## src/rtl/elastic_pusher.sv

```systemverilog
// rtl/elastic_pusher.sv - DEPTH-entry valid/ready FIFO between item producer and consumer
// First-word fall-through; every output is a decode of registered state.
module elastic_pusher #(
  parameter int WIDTH = 8,
  parameter int DEPTH = 4,
  parameter int ID    = 0
) (
  input  logic                       clock,
  input  logic                       reset,
  input  logic                       in_valid,
  output logic                       in_ready,
  input  logic [WIDTH-1:0]           in_item,
  output logic                       out_valid,
  input  logic                       out_ready,
  output logic [WIDTH-1:0]           out_item,
  output logic [$clog2(DEPTH+1)-1:0] count
);

  localparam int CW = $clog2(DEPTH + 1);
  localparam int PW = $clog2(DEPTH);

  logic [WIDTH-1:0] storage [DEPTH];
  logic [PW-1:0]    wr_ptr;
  logic [PW-1:0]    rd_ptr;
  logic             push;
  logic             pop;

  // Pointers wrap explicitly so non-power-of-two depths never index past the end.
  function automatic logic [PW-1:0] next_ptr(input logic [PW-1:0] ptr);
    return (ptr == PW'(DEPTH - 1)) ? '0 : ptr + PW'(1);
  endfunction

  assign in_ready  = (count != CW'(DEPTH));
  assign out_valid = (count != '0);
  assign out_item  = out_valid ? storage[rd_ptr] : '0;
  assign push      = in_valid & in_ready;
  assign pop       = out_valid & out_ready;

  always_ff @(posedge clock) begin
    if (reset) begin
      wr_ptr <= '0;
      rd_ptr <= '0;
      count  <= '0;
    end else begin
      if (push) wr_ptr <= next_ptr(wr_ptr);
      if (pop)  rd_ptr <= next_ptr(rd_ptr);
      case ({push, pop})
        2'b10:   count <= count + CW'(1);
        2'b01:   count <= count - CW'(1);
        default: count <= count;
      endcase
    end
  end

  always_ff @(posedge clock) begin
    if (!reset && push) storage[wr_ptr] <= in_item;
  end

`ifndef SYNTHESIS
  always_ff @(posedge clock) begin
    if (!reset) begin
      if (push) $display("(pusher %0d): I latched item %0d", ID, in_item);
      if (pop)  $display("(pusher %0d): I released item %0d", ID, out_item);
    end
  end
`endif

endmodule
```

## config.mk

```make
export PLATFORM = sky130hd
export DESIGN_NAME = elastic_pusher
export DESIGN_NICKNAME = d
export VERILOG_FILES = /design/src/rtl/elastic_pusher.sv
export SDC_FILE = /design/constraint.sdc
export NUM_CORES = 1
export LEC_CHECK = 0
export BUFFER_PORTS_ARGS = -buffer_cell sky130_fd_sc_hd__buf_2
export CAP_MARGIN = 40
export CORE_AREA = 2 2 59 61
export CTS_BUF_LIST = sky130_fd_sc_hd__clkbuf_2 sky130_fd_sc_hd__clkbuf_4 sky130_fd_sc_hd__clkbuf_8
export DETAILED_ROUTE_END_ITERATION = 7
export DIE_AREA = 0 0 61 63
export PLACE_DENSITY = 0.75
export SETUP_SLACK_MARGIN = 0.2
export SYNTH_ARGS = -nofsm -noshare
export SYNTH_HDL_FRONTEND = slang
export SYNTH_SLANG_ARGS = --single-unit
```

## constraint.sdc

```tcl
create_clock -name clock -period 2.67 [get_ports clock]
set_clock_uncertainty 0.15 [all_clocks]
set_input_delay 0 -clock clock [delete_from_list [all_inputs] [get_ports clock]]
set_output_delay 0 -clock clock [all_outputs]
set_load 0.03 [all_outputs]
```

Yosys cells after proc, flatten, opt, wreduce, memory -nomap -nowiden
Memory sizes are Yosys's and may differ from the RTL's. A register that Yosys moved wholly into a read port is not among the register bits.
Cells that the tools add are included.
{"block": "totals", "register_bits": 7, "mem_bits_rw": 32, "n_memories": 1}
{"name": "storage", "words": 4, "width": 8, "read_ports": 1, "rd_clocked_by_memory_dff": 1, "write_ports": 1, "line_no": "22", "source": "logic [WIDTH-1:0] storage [DEPTH];"}
{"block": "classes", "add_sub_neg": 4, "eq_ne": 5, "mux": 8, "bitwise_logic": 2, "reduce_logical": 4}
{"cell": "2-bit 2-to-1 mux", "count": 4}
{"cell": "8-bit 2-to-1 mux", "count": 1}
{"cell": "2-bit equality test, second input constant", "count": 3}
{"cell": "3-bit one-hot mux with 2 select lines", "count": 1}
{"cell": "2-bit by 1-bit adder with 2-bit output, second input constant", "count": 2}
{"cell": "3-bit by 1-bit adder with 3-bit output, second input constant", "count": 1}
{"cell": "3-bit != test, second input constant", "count": 1}
{"cell": "3-bit nonzero test", "count": 1}
{"cell": "3-bit by 1-bit subtractor with 3-bit output, second input constant", "count": 1}
{"cell": "1-bit AND", "count": 2}
{"cell": "2-bit by 1-bit equality test with 1-bit output, second input constant", "count": 1}
{"cell": "1-bit 2-to-1 mux", "count": 2}
{"cell": "2-bit nonzero test", "count": 1}
{"cell": "1-bit logical AND", "count": 1}
{"cell": "1-bit zero test", "count": 1}

Longest topological paths before layout
{"block": "depth", "word_depth": 5, "ltp_mapped": 8, "ltp_nobuf": 8}

Worst setup path after synthesis
OpenSTA, ideal clock, no wires.
{"block": "synth_path", "kind": "register -> register", "from": "register count[2]", "to": "register count[2]", "setup_ns": 0.071, "arrival_time_ns": 2.340, "slack_ns": 0.109, "path_stages_with_launch": 9, "path_buffers": 0, "period_less_slack_ns": 2.561, "path_cell_list": "dfxtp_1 > or3b_4 > nand2_4 > ha_1 > inv_1 > fa_1 > xor2_1 > or3_1 > a21oi_1"}
{"block": "synth_via", "elab_chain_len": 4, "word_cells_on_any_way": 10, "classes_between": "add/sub (2); eq/ne (3); mux (1); bitwise (2); reduce/logical (2)"}
{"element": "from (decl)", "line_no": "16", "source": "output logic [$clog2(DEPTH+1)-1:0] count"}
{"element": "from (signal assigned)", "line_no": "48", "source": "2'b10: count <= count + CW'(1);"}
{"element": "from (signal assigned)", "line_no": "49", "source": "2'b01: count <= count - CW'(1);"}
{"element": "from (signal assigned)", "line_no": "50", "source": "default: count <= count;"}
{"element": "3-bit != test (*)", "line_no": "33", "source": "assign in_ready = (count != CW'(DEPTH));"}
{"element": "net in_ready", "line_no": "11", "source": "output logic in_ready,"}
{"element": "1-bit AND (*)", "line_no": "36", "source": "assign push = in_valid & in_ready;"}
{"element": "2-bit by 1-bit equality test with 1-bit output or 2-bit equality test (tied branches)", "line_no": "47", "source": "case ({push, pop})"}
{"element": "3-bit one-hot mux with 2 select lines or 2-bit nonzero test (tied branches)"}
Mark *: on every way through the listed nets, which the timed path passes. The rest lies on a longest branch.
A chain may end at the register's enable or synchronous reset.

Worst setup path in the final report
{"block": "layout_path", "from": "register count[2]", "to": "register count[2]"}
{"block": "layout_via", "elab_chain_len": 4, "word_cells_on_any_way": 10, "classes_between": "add/sub (2); eq/ne (3); mux (1); bitwise (2); reduce/logical (2)"}
{"element": "3-bit != test or 3-bit nonzero test (tied branches)", "line_no": "33, 34"}
{"element": "1-bit AND (on tied branches)", "line_no": "36, 37"}
{"element": "2-bit by 1-bit equality test with 1-bit output or 2-bit equality test (tied branches)", "line_no": "47"}
{"element": "3-bit one-hot mux with 2 select lines or 2-bit nonzero test (tied branches)"}
Parallel ways exist; a longest one is shown, timed or not.

==> impl_metrics.toml <==
[run_status]
outcome = "complete, no violations"

[critical_path]
worstPathMaxFanout = 7
crit_chain = "or3b_4, nand2_4, ha_2, inv_1, fa_1, xor2_1, or3_1, a21oi_1"
critPathKind = "flip-flop to flip-flop"
max_stage_delay_ps = 400
cp_data_required_time_ps = 2800
crit_arrival_ps = 2500
cp-start-kind = "flip-flop"
endpoint_kind = "flip-flop"
cpMaxStageDelayCell = "or3b_4"

[layout]
post-route-util = 0.655
n_antenna_cell = 0
drive_gt1_frac = 0.361
nNetsFinal = 165
stdcell_count = 193
synthToLayoutAreaGrowth_pct = 24.1

[placed_design]
dpl.hpwl_um = 1910
placed_cells = 174
port_buffers = 24
place_congestion = 0.778

[detailed_routing]
drc = 0
routed_wl_um = 2910
wire_per_inst_um = 15.1
drt_iter0_drc = 19
ant_nets = 0
drtPass1Iterations = 4
via_per_inst = 5.03
vias = 971

[sta]
max_freq_mhz = 423
setup_viol = 0
slew_viol_final = 0
tns_ps = 0
whs_ps = 249
worst_slew_pin_slew_ps = 552
max-slew-margin-rel = 0.632
hold_violations = 0
period_needed_ps = 2370
finalCritPeriodShare = 0.886
rsz0062_at_grt = "false"

[pwr]
internal_power_mw = 1.30
power_frac_seq = 0.419
switching_share = 0.351
leakage_nw = 0.812
p_sw_uw = 705
clkPwrFrac = 0.209
irDropWorstVdd_mv = 0.465
p_per_area_nw_per_um2 = 948
power_frac_comb = 0.372

[clock_network]
cts_buffers = 5
htreeDepth = 2
cts_root_buf = "clkbuf_4"
cts_tree = "done"
cts_buffer_depth = 2
clk_latency_ps = 340
cts.sinks = 41
clk_pin_slew_worst_paths_ps = 110

[yosys]
synthesis.area_sq_um = 1710
ys_types = 24
yosys.area.top_type_share = 0.563
synth_area_leaders = "edfxtp_1 56%, dfxtp_1 11%, mux4_2 11%"
syn-instance-count = 102
synth_area_leader_cell = "edfxtp_1"
avgSynthCellArea_sq_um = 16.7
synth.net_count = 121
synth_warnings = 0
ys_seq_elements = 41
ys_seq_area_frac = 0.669

[global_route]
grt_max_degree = 14
grt_pass1_vias = 1022
grt_use_total = 0.180
grt_pass1_wl_um = 4750
grt-ovfl-total = 0
antenna_found_initial = 0

[flow_run]
maxCapViolCount = 0

[floorplan]
core.rowCount = 21
fp.dieW_um = 61
start_util = 0.528
core_sq_um = 3230
die-area_sq_um = 3840
fp.dieH_um = 63
io_pins = 25

[worst_hold_path]
hp-class = "input port to flip-flop"
## cells in the mapped netlist (all sizes together)
library cell / n
ha: 6
xor2: 2
nor3b: 4
and2b: 4
dfxtp: 9
fa: 1
mux2: 1
edfxtp: 32
or3b: 1
clkbuf: 2
mux2i: 2
buf: 1
inv: 7
mux4: 8
a21oi: 3
nand2b: 2
o31ai: 1
nor2: 5
nand2: 2
nor2b: 4
nor3: 2
or3: 2
o21ai: 1
## flip-flops by register name, summed over array words and instances (netlist names), named ones only
| register | count |
|---|---|
| storage | 32 |
| count | 3 |
| rd_ptr | 2 |
| wr_ptr | 2 |
## worst max-delay path, delay by kind of cell, from the launching register on
family                     cells  cell delay (ps)
and+or+nand+nor                3              840
adders and majority gates      2              570
DFF                            1              390
xor gates and xnor gates       1              160
AOI/OAI and AO/OA              1              140
buffers and inverters          1               50
## cells in the final DEF, fill, tap and decap left out, types with 5 or more instances in the layout
| master | netlist | routed |
|---|---|---|
| edfxtp_1 | 32 | 32 |
| mux4_2 | 8 | 8 |
| dlygate4sd3_1 | 0 | 11 |
| buf_4 | 0 | 5 |
| ha_1 | 6 | 5 |
| nor2_1 | 5 | 5 |
| buf_2 | 1 | 24 |
| clkbuf_4 | 0 | 6 |
| dfxtp_1 | 9 | 6 |
| inv_1 | 7 | 7 |
## cells by family after synthesis
| family | after synthesis | synth area share |
|---|---|---|
| buffers and inverters | 10 | 0.0227 |
| flip-flops | 41 | 0.669 |
| AND/OR/NAND/NOR | 26 | 0.0968 |
| multiplexers | 11 | 0.126 |
| XOR/XNOR | 2 | 0.0103 |
| adder cells (fa/ha/maj) | 7 | 0.0558 |
| AO/OA/AOI/OAI | 5 | 0.0191 |
## cell type report
cell class,count,area [sq um]
Timing Repair Buffer,40,268
Sequential cell,41,1150
Fill cell,246,1120
Multi-Input combinational cell,51,528
Inverter,7,26.3
Tap cell,46,57.6
Clock inverter,1,30.0
Clock buffer,7,58.8
## per-stage QoR
step                      instance area [sq um]  total power [mW]  setup WS [ps]
after floorplan                            1710              1.37            210
after global placement                     1910              1.56            398
final                                      2120              2.01            303
after CTS                                  2110              2.02            262
after detailed placement                   1910              1.59            297
after global routing                       2120              2.13            189
## metal layers
metal	GRT usage	up-vias	wire, um
met1	0.203	481	1140
met2	0.302	21	1600
met5	0	-	0
li1	-	463	-
met3	0.0559	6	108
met4	0.0815	0	60
## path summary, 6_finish.rpt
path	start	endpoint	slack, ps	depth (start not counted)
setup / recovery	count[2]$_SDFFE_PP0P_	count[2]$_SDFFE_PP0P_	300	8
hold / removal	in_item[7]	storage[0][7]$_DFFE_PP_	250	2
setup reg to reg	count[2]$_SDFFE_PP0P_	count[2]$_SDFFE_PP0P_	300	8
hold reg to reg	rd_ptr[0]$_SDFFE_PP0P_	rd_ptr[0]$_SDFFE_PP0P_	370	2
## timing repair
item / CTS / global route
hold buffers: 11 / 0
setup buffers: 0 / 0
setup endpoints to repair: 0 / 1
resized for setup: 0 / 4
endpoints found under the hold margin: 41 / 0
## power groups by stage
stage / Combinational (mW) / Sequential (mW) / Clock [mW]
2_1_floorplan: 0.524 / 0.846 / 0
3_3_place_gp: 0.717 / 0.844 / 0
3_5_place_dp: 0.735 / 0.854 / 0
4_1_cts: 0.749 / 0.839 / 0.436
5_1_grt: 0.814 / 0.854 / 0.458
6_report: 0.746 / 0.840 / 0.420
No activity file was read; power rests on OpenSTA's default activity.
